[config.mk]
export PLATFORM = sky130hd
export DESIGN_NAME = tristate_bus_arbiter_flat
export DESIGN_NICKNAME = d
export VERILOG_FILES = /design/src/rtl/tristate_bus_arbiter_if.sv /design/src/rtl/tristate_bus_arbiter.sv /design/src/flat_wrapper.sv
export SDC_FILE = /design/constraint.sdc
export NUM_CORES = 1
export LEC_CHECK = 0
export BUFFER_PORTS_ARGS = -buffer_cell sky130_fd_sc_hd__buf_2
export CAP_MARGIN = 20
export CORE_ASPECT_RATIO = 0.6
export CORE_MARGIN = 4
export CORE_UTILIZATION = 35
export DETAILED_ROUTE_END_ITERATION = 7
export PLACE_DENSITY_LB_ADDON = 0.12
export SKIP_CTS_REPAIR_TIMING = 1
export SLEW_MARGIN = 0
export SYNTH_ARGS = -nofsm -noshare
export SYNTH_HDL_FRONTEND = slang
export SYNTH_SLANG_ARGS = --single-unit
[constraint.sdc]
create_clock -name clk -period 1.9 [get_ports clk]
set_input_delay 0.285 -clock clk [delete_from_list [all_inputs] [get_ports clk]]
set_output_delay 0.285 -clock clk [all_outputs]
set_load 0.05 [all_outputs]
[src/rtl/tristate_bus_arbiter_if.sv]
`default_nettype none
// ============================================================================
//  Module      : tristate_bus_arbiter_if
//  Description : Request/grant bundle between the requesting agents and the
//                tristate bus arbiter. The master modport is the arbiter side,
//                the slave modport is the agent / driver-row side.
//  Revision    : 1.0 - initial release
// ============================================================================
interface tristate_bus_arbiter_if #(
  parameter int N_REQ = 4
);
  localparam int c_owner_w = (N_REQ > 2) ? $clog2(N_REQ) : 1;

  logic [N_REQ-1:0]     req;
  logic [N_REQ-1:0]     grant;
  logic [N_REQ-1:0]     drv_en_n;
  logic [c_owner_w-1:0] owner;
  logic                 bus_idle;
  logic                 preempt;

  modport master (
    input  req,
    output grant,
    output drv_en_n,
    output owner,
    output bus_idle,
    output preempt
  );

  modport slave (
    output req,
    input  grant,
    input  drv_en_n,
    input  owner,
    input  bus_idle,
    input  preempt
  );
endinterface
`default_nettype wire

[src/rtl/tristate_bus_arbiter.sv]
`default_nettype none
// ============================================================================
//  Module      : tristate_bus_arbiter
//  Description : Round-robin sequencer for a shared tristate bus. Drives the
//                active-low notif0 enables so at most one driver leaves Z, and
//                inserts TURNAROUND all-Z cycles between successive owners.
//                Optional hold-limit preemption is compiled in with the macro
//                TBA_PREEMPT_EN (default build: no preemption, preempt = 0).
//  Revision    : 1.0 - initial release
// ============================================================================
module tristate_bus_arbiter #(
  parameter int N_REQ      = 4,
  parameter int TURNAROUND = 1,
  parameter int HOLD_MAX   = 8
) (
  input  wire logic              clk,
  input  wire logic              rst_n,
  tristate_bus_arbiter_if.master bus
);

  localparam int                   c_owner_w   = (N_REQ > 2) ? $clog2(N_REQ) : 1;
  localparam logic [3:0]           c_turn_last = 4'(TURNAROUND - 1);
  localparam logic [N_REQ-1:0]     c_one       = N_REQ'(1);
  localparam logic [c_owner_w-1:0] c_last_rst  = c_owner_w'(N_REQ - 1);
`ifdef TBA_PREEMPT_EN
  localparam logic [7:0]           c_hold_last = 8'(HOLD_MAX - 1);
`endif

  // Elaboration-time guard on the legal parameter ranges
  if (N_REQ < 2 || N_REQ > 16) begin : g_bad_n_req
    $error("tristate_bus_arbiter: N_REQ out of range 2..16");
  end
  if (TURNAROUND < 1 || TURNAROUND > 15) begin : g_bad_turnaround
    $error("tristate_bus_arbiter: TURNAROUND out of range 1..15");
  end
  if (HOLD_MAX < 1 || HOLD_MAX > 255) begin : g_bad_hold_max
    $error("tristate_bus_arbiter: HOLD_MAX out of range 1..255");
  end

  typedef enum logic [1:0] {
    ST_IDLE = 2'd0,
    ST_OWN  = 2'd1,
    ST_TURN = 2'd2
  } state_t;

  state_t               r_state;
  logic [N_REQ-1:0]     r_grant;
  logic [c_owner_w-1:0] r_owner;
  logic [c_owner_w-1:0] r_last;
  logic [3:0]           r_turn_cnt;
  logic [7:0]           r_hold_cnt;
`ifdef TBA_PREEMPT_EN
  logic                 r_preempt;
  logic                 w_hold_hit;
`endif

  logic                 w_any_req;
  logic                 w_own_req;
  logic [c_owner_w-1:0] w_winner;
  logic [c_owner_w-1:0] w_sel;
  int                   w_idx;

  assign w_any_req = |bus.req;
  // The grant vector is one-hot, so masking req with it isolates req[owner]
  assign w_own_req = |(bus.req & r_grant);
`ifdef TBA_PREEMPT_EN
  assign w_hold_hit = (r_hold_cnt == c_hold_last);
`endif

  // Round-robin pick: scan downward so the index nearest last+1 wins
  always_comb begin
    w_winner = r_last;
    w_idx    = 0;
    w_sel    = '0;
    for (int i = N_REQ; i >= 1; i--) begin
      w_idx = (int'(r_last) + i) % N_REQ;
      w_sel = c_owner_w'(w_idx);
      if (bus.req[w_sel]) w_winner = w_sel;
    end
  end

  // Bus ownership FSM with registered grant/owner/preempt
  always_ff @(posedge clk or negedge rst_n) begin
    if (!rst_n) begin
      r_state    <= ST_IDLE;
      r_grant    <= '0;
      r_owner    <= '0;
      r_last     <= c_last_rst;
      r_turn_cnt <= '0;
      r_hold_cnt <= '0;
`ifdef TBA_PREEMPT_EN
      r_preempt  <= 1'b0;
`endif
    end else begin
`ifdef TBA_PREEMPT_EN
      r_preempt <= 1'b0;
`endif
      case (r_state)
        ST_IDLE: begin
          if (w_any_req) begin
            r_state    <= ST_OWN;
            r_grant    <= c_one << w_winner;
            r_owner    <= w_winner;
            r_last     <= w_winner;
            r_hold_cnt <= '0;
          end
        end
        ST_OWN: begin
          if (!w_own_req) begin
            r_state    <= ST_TURN;
            r_grant    <= '0;
            r_owner    <= '0;
            r_turn_cnt <= '0;
`ifdef TBA_PREEMPT_EN
          // A release on the hold-limit edge wins over preemption
          end else if (w_hold_hit) begin
            r_state    <= ST_TURN;
            r_grant    <= '0;
            r_owner    <= '0;
            r_turn_cnt <= '0;
            r_preempt  <= 1'b1;
`endif
          end else if (r_hold_cnt != 8'hFF) begin
            r_hold_cnt <= r_hold_cnt + 8'd1;
          end
        end
        ST_TURN: begin
          // Only the final turnaround cycle's request sample is arbitrated
          if (r_turn_cnt == c_turn_last) begin
            if (w_any_req) begin
              r_state    <= ST_OWN;
              r_grant    <= c_one << w_winner;
              r_owner    <= w_winner;
              r_last     <= w_winner;
              r_hold_cnt <= '0;
            end else begin
              r_state    <= ST_IDLE;
            end
          end else begin
            r_turn_cnt <= r_turn_cnt + 4'd1;
          end
        end
        default: begin
          r_state <= ST_IDLE;
          r_grant <= '0;
          r_owner <= '0;
        end
      endcase
    end
  end

  assign bus.grant    = r_grant;
  assign bus.drv_en_n = ~r_grant;
  assign bus.owner    = r_owner;
  assign bus.bus_idle = (r_state != ST_OWN);
`ifdef TBA_PREEMPT_EN
  assign bus.preempt  = r_preempt;
`else
  assign bus.preempt  = 1'b0;
`endif

endmodule
`default_nettype wire

[src/flat_wrapper.sv]
// flat-port wrapper written by rule: the top's interface ports become plain ports
module tristate_bus_arbiter_flat 
#(
  parameter int N_REQ      = 4,
  parameter int TURNAROUND = 1,
  parameter int HOLD_MAX   = 8
)
  (clk, rst_n, bus_req, bus_grant, bus_drv_en_n, bus_owner, bus_bus_idle, bus_preempt);
  tristate_bus_arbiter_if #(.N_REQ(N_REQ)) bus_i ();
  input  wire logic clk;
  input  wire logic rst_n;
  input wire logic [$bits(bus_i.req)-1:0] bus_req;
  output wire logic [$bits(bus_i.grant)-1:0] bus_grant;
  output wire logic [$bits(bus_i.drv_en_n)-1:0] bus_drv_en_n;
  output wire logic [$bits(bus_i.owner)-1:0] bus_owner;
  output wire logic [$bits(bus_i.bus_idle)-1:0] bus_bus_idle;
  output wire logic [$bits(bus_i.preempt)-1:0] bus_preempt;
  assign bus_i.req = bus_req;
  assign bus_grant = bus_i.grant;
  assign bus_drv_en_n = bus_i.drv_en_n;
  assign bus_owner = bus_i.owner;
  assign bus_bus_idle = bus_i.bus_idle;
  assign bus_preempt = bus_i.preempt;
  tristate_bus_arbiter #(.N_REQ(N_REQ), .TURNAROUND(TURNAROUND), .HOLD_MAX(HOLD_MAX)) u_core (.clk(clk), .rst_n(rst_n), .bus(bus_i));
endmodule
==> run summary, run 1 <==
Outcome: completed
Clk_skew: 0.00261 ns
CTS Sinks: 14
Main synth FF type: dfrtp_1
Worst Setup Start Kind: flip-flop
Post-synth ARST share: 1.00
Post-synthesis cell area: 769 µm²
CTS tree: built
Initial DRC Count: 24
Die X: 68.5 µm
Cell area after layout: 953 µm²
Critical Path End Type: flip-flop
# diodes: 0
Fillcell total: 190
Final setup TNS: 0 ns
Flop-to-flop setup slack: 0.11 ns
#FFs+latches synth: 14
Antenna violations before repair: 0
Largest net degree at the start of global routing: 15
WS Path Type: flip-flop to flip-flop
WL/cell: 12.2 µm
Syn avg cell area: 9.62 µm²
Clk pin slew, worst setup/hold paths: 0.06 ns
Worst-margin pin slew: 0.509 ns
Layout cells sized above 1: 0.297
Port bufs: 16
Row cnt: 12
Routed WL: 1570 µm
Top fanout value on the critical path: 6
Routed vias/inst: 4.89
Final Hold Vio Count: 0
P_leak: 0.456 nW
Fmax: 560 MHz
Placed Area: 873 µm²
Layout Nets: 110
CP Data Required Time: 2.05 ns
Drt first pass iters: 4
Rel. slew slack: 0.660
Power Density: 1890 nW/µm²
Launching point of the worst reg2reg path: u_core.r_turn_cnt[0]
Slew Limit Fails: 0
Tcrit/Tclk final: 0.940
GR Overflow Total: 0
RSZ-0062 raised after global routing: false
Seq/Total Area, Yosys: 0.459
First-pass GRT wire length: 2500 µm
Yosys Warn Count: 0
Area grow syn2layout: 23.9%
Total CTS buffers: 3
Routed Antenna Nets: 0
Post-layout min period: 1.79 ns
Core area: 1970 µm²
Root Driver: clkbuf_8
Commonest non-fill, non-tap cells in the layout: buf_2 (16), dfrtp_1 (12), inv_1 (10)
Chip height: 44.3 µm
Post-synth net total: 88
Vias: 631
Vias in the first global route: 517
Maxcap violations: 0
Worst min-delay path class: input port to async pin
Max IR drop VDD: 0.000892 V
Number of top-level pins: 18
Routability congestion estimate: 0.763
Initial Utilization: 0.391
Drt drc: 0
Worst-Skew Late Latency: 0.25 ns
Mapped Cells: 80
Worst-case clock buffer depth: 2
Total power draw: 1.81 mW
Commonest non-fill, non-tap cell in the layout: buf_2
Data arrival, critical path: 1.94 ns
Worst reg2reg path depth: 6
Overall routing resource usage: 0.118
Distinct cells, synth: 34
Final setup vio count: 0
DIE AREA: 3040 µm²
Post-DP HPWL: 1200 µm
Number of flops mapped to enable cells by yosys: 0
Worst r2r dst: u_core.bus.grant[1]
H-tree levels: 1
## Yosys cell counts, types with 2 or more instances
master    instances  share of area
nor2_1            5          0.024
o21ai_0           3          0.020
dfrtp_1          12           0.39
xor2_1            2          0.023
a21o_1            2          0.020
a22oi_1           3          0.029
nor2b_1           3          0.024
nand2b_1          2          0.016
nand2_1           7          0.034
inv_1            10          0.049
a21oi_1           2          0.013
ha_1              2          0.033
nand3_1           5          0.033
dfstp_2           2          0.068
## sequential cells by signal, indices dropped and copies added (netlist names)
name               cells
u_core.bus.grant       4
u_core.r_turn_cnt      4
u_core.bus.owner       2
u_core.r_last          2
u_core.r_state         2
## where the power goes
part	leakage, nW	switching [mW]	internal, mW	total [mW]
clock	0.0288	0.106	0.184	0.290
combinational	0.247	0.698	0.281	0.979
sequential	0.181	0.117	0.419	0.536
## kinds of logic (layout without fill, tap and decap cells)
logic type | Yosys count | after routing | share of synthesized area
other | 1 | 1 | 0.00487
and+or+nand+nor | 29 | 29 | 0.203
xor gates and xnor gates | 2 | 2 | 0.0228
AOI/OAI and AO/OA | 18 | 18 | 0.197
muxes | 1 | 1 | 0.0130
buffers and inverters | 13 | 34 | 0.0683
DFF | 14 | 14 | 0.459
adders and majority gates | 2 | 2 | 0.0325
## layout make-up
cell class | instances | area, µm² | share of cell area
clock buffers | 4 | 55.1 | 0.0577
inverters | 11 | 41.3 | 0.0433
multi-input cells | 53 | 364 | 0.382
flip-flops and latches | 14 | 353 | 0.370
well taps | 28 | 35.0 | 0.0367
repair buffers | 19 | 105 | 0.110
## worst max path at each step
stage,startpoint,end,slack (ns),cells past startpoint
2_1_floorplan,u_core.r_turn_cnt[0],u_core.bus.grant[1],0.19,6
3_3_place_gp,u_core.r_turn_cnt[0],u_core.bus.grant[1],0.14,6
3_5_place_dp,u_core.r_turn_cnt[0],u_core.bus.grant[1],0.08,6
4_1_cts,u_core.r_turn_cnt[0],u_core.bus.grant[1],0.05,6
5_1_grt,u_core.r_turn_cnt[0],u_core.bus.grant[1],0.004,6
6_report,u_core.r_turn_cnt[0],u_core.bus.grant[1],0.11,6
## metal layers
layer / track usage / routed length [µm] / vias up
met3: 0.0609 / 104 / 4
met2: 0.123 / 564 / 17
met1: 0.186 / 874 / 296
li1: - / - / 314
met4: 0.0474 / 24 / 0
met5: 0 / 0 / -
## worst max-delay path, stage by stage, from the launching register on
cell	delay (ns)
dfrtp_1	0.42
inv_1	0.07
ha_1	0.12
or3b_4	0.41
a211oi_4	0.33
inv_2	0.08
o32ai_2	0.25
## per-stage QoR
step	hold slack (ns)	setup WS, ns	utilization	cells
finish	0.463	0.113	0.485	129
global route	0.504	0.00370	0.485	129
CTS	-0.0776	0.0528	0.472	126
detailed placement	0.197	0.0846	0.444	122
global placement	0.201	0.140	0.444	122
floorplan	-0.0106	0.193	-	80
Note: power is estimated with default switching activity, not from simulation.
==> inputs of run 2 (changes only) <==
--- a/config.mk
+++ b/config.mk
@@ -13,3 +13,3 @@
 export DETAILED_ROUTE_END_ITERATION = 7
-export PLACE_DENSITY_LB_ADDON = 0.12
+export PLACE_DENSITY = 0.57
 export SKIP_CTS_REPAIR_TIMING = 1
==> constraint.sdc (replaced) <==
create_clock -name clk -period 1.9 [get_ports clk]
set_input_delay 0.38 -clock clk [delete_from_list [all_inputs] [get_ports clk]]
set_output_delay 0.38 -clock clk [all_outputs]
set_load 0.05 [all_outputs]
==> run 2 against run 1 <==
Effect of this change:
- combinational power shrank 0.9%
- clock power grew 2%
- core utilization shrank 0.89 points
- worst setup slack gained 0.0090 ns
- largest cell class unchanged
- largest power group unchanged
==> run summary, run 2 (synthesized netlist as in run 1, its figures left out) <==
Switching power: 932 µW (+1.1%)
Routability congestion estimate: 0.754 (-1.3%)
Drt drc: 0 (unchanged)
Final setup vio count: 0 (unchanged)
Post-DP HPWL: 1280 µm (+6.9%)
Sw Ratio: 0.517 (+0.00682)
WL/cell: 12.9 µm (+6.0%)
Launching point of the worst reg2reg path: u_core.r_turn_cnt[0]
Vias: 616 (-2.4%)
WS Path Type: flip-flop to flip-flop
Top fanout value on the critical path: 5 (-1)
Final Hold Vio Count: 0 (unchanged)
Antenna violations before repair: 0 (unchanged)
Cell area after layout: 936 µm² (-1.8%)
Power Density: 1920 nW/µm² (+1.6%)
Vias in the first global route: 525 (+1.5%)
Maxcap violations: 0 (unchanged)
Overall routing resource usage: 0.124 (+0.00641)
Chip height: 44.3 µm (unchanged)
Routed Antenna Nets: 0 (unchanged)
Tcrit/Tclk final: 0.936 (-0.00474)
Critical Path End Type: flip-flop
Max incr delay on CP: 0.42 ns (about the same)
Routed WL: 1640 µm (+4.4%)
Worst Setup Start Kind: flip-flop
Commonest non-fill, non-tap cells in the layout: buf_2 (16), dfrtp_1 (12), inv_1 (10)
Pre-CTS setup slack: 0.0759 ns (-0.00867 ns)
Sequential power share: 0.298 (about the same)
Routed vias/inst: 4.85 (-0.84%)
H-tree levels: 1 (unchanged)
Initial DRC Count: 28 (+17%)
Clk pin slew, worst setup/hold paths: 0.06 ns (about the same)
Fmax: 562 MHz (+0.51%)
CTS Sinks: 14 (unchanged)
CP Data Required Time: 2.04 ns (about the same)
Worst min-delay path class: input port to async pin
Final WS setup: 0.122 ns (+0.00900 ns)
Row cnt: 12 (unchanged)
Die X: 68.5 µm (unchanged)
Commonest non-fill, non-tap cell in the layout: buf_2
Total CTS buffers: 3 (unchanged)
Clk_skew: 0.00396 ns (+0.00135 ns)
GR Overflow Total: 0 (unchanged)
Total power draw: 1.80 mW (-0.24%)
Port bufs: 16 (unchanged)
Initial Utilization: 0.391 (unchanged)
Max IR drop VDD: 0.00114 V (+28%)
Clock share of power: 0.164 (+0.003)
Critical-path top delay cell: dfrtp_1
Number of top-level pins: 18 (unchanged)
Final setup TNS: 0 ns (unchanged)
Area grow syn2layout: 21.6%
RSZ-0062 raised after global routing: false
Worst-path cell chain: inv_1 > ha_1 > or3b_4 > a22oi_1 > nand2_1 > a22o_1
Core area: 1970 µm² (unchanged)
Outcome: completed
Data arrival, critical path: 1.92 ns (-0.02 ns)
Pint: 869 µW (-1.6%)
CTS tree: built
Combinational Power Share: 0.538 (-0.004)
Fin Hold WS: 0.0143 ns (-0.448 ns)
Slew Limit Fails: 0 (unchanged)
Worst-case clock buffer depth: 2 (unchanged)
Drt first pass iters: 4 (unchanged)
Layout Nets: 108 (-1.8%)
P_leak: 0.447 nW (-2.0%)
Placed Area: 873 µm² (unchanged)
Layout cells sized above 1: 0.293 (-0.00410)
# diodes: 0 (unchanged)
First-pass GRT wire length: 2660 µm (+6.6%)
Worst-Skew Late Latency: 0.25 ns (about the same)
Largest net degree at the start of global routing: 15 (unchanged)
Root Driver: clkbuf_8
DIE AREA: 3040 µm² (unchanged)
Post-layout min period: 1.78 ns (-0.00900 ns)
Crit path launch: u_core.r_turn_cnt[0]
## run 2: cell types whose count changed in the layout (fill, tap and decap cells not counted), sizes merged
cell         before  now
buf              18   17
dlygate4sd3       1    0
## run 2: final cells by class
| cell class | count | area [µm²] |
|---|---|---|
| Fill cell | 191 | 1030 |
| Multi-Input combinational cell | 53 | 364 |
| Sequential cell | 14 | 353 |
| Clock buffer | 4 | 55.1 |
| Tap cell | 28 | 35.0 |
| Timing Repair Buffer | 17 | 87.6 |
| Inverter | 11 | 41.3 |
## run 2: layer usage
metal  wire, µm  up-vias  track usage  share of wire
li1           -      310            -              -
met1        859      284        0.195           0.52
met2        644       17        0.140           0.39
met3        107        5       0.0533          0.065
met4         25        0       0.0474          0.015
met5          0        -            0              0
## run 2: power by group through the flow
stage,Clock [mW],Sequential [mW],Combinational (mW)
after floorplan,0,0.699,0.573
after global placement,0,0.538,0.957
after detailed placement,0,0.539,0.956
after CTS,0.304,0.534,0.961
after global routing,0.320,0.552,1.05
final,0.295,0.536,0.970
## run 2: worst max-delay path, delay by kind of cell (launching register included)
kind,cells,cell delay [ns]
fa+ha+maj,1,0.13
buf+inv,1,0.07
compound gates,2,0.48
flops,1,0.42
simple gates,2,0.56
## run 2: worst paths after layout
| check | endpoint | slack, ns | depth (start not counted) |
|---|---|---|---|
| worst min register to register | u_core.bus.owner[0] | 0.49 | 1 |
| worst max-delay path | u_core.bus.grant[0] | 0.12 | 6 |
| min in group clk | u_core.bus.owner[0] | 0.49 | 1 |
| worst min-delay path | u_core.r_turn_cnt[2] | 0.01 | 1 |
| max in group asynchronous | u_core.r_last[0] | 1.60 | 1 |
| worst max register to register | u_core.bus.grant[0] | 0.12 | 6 |
## run 2: metrics by stage
stage | instances | utilization
after global routing | 127 | 0.476
final | 127 | 0.476
after CTS | 126 | 0.472
after global placement | 122 | 0.444
after detailed placement | 122 | 0.444
after floorplan | 80 | -
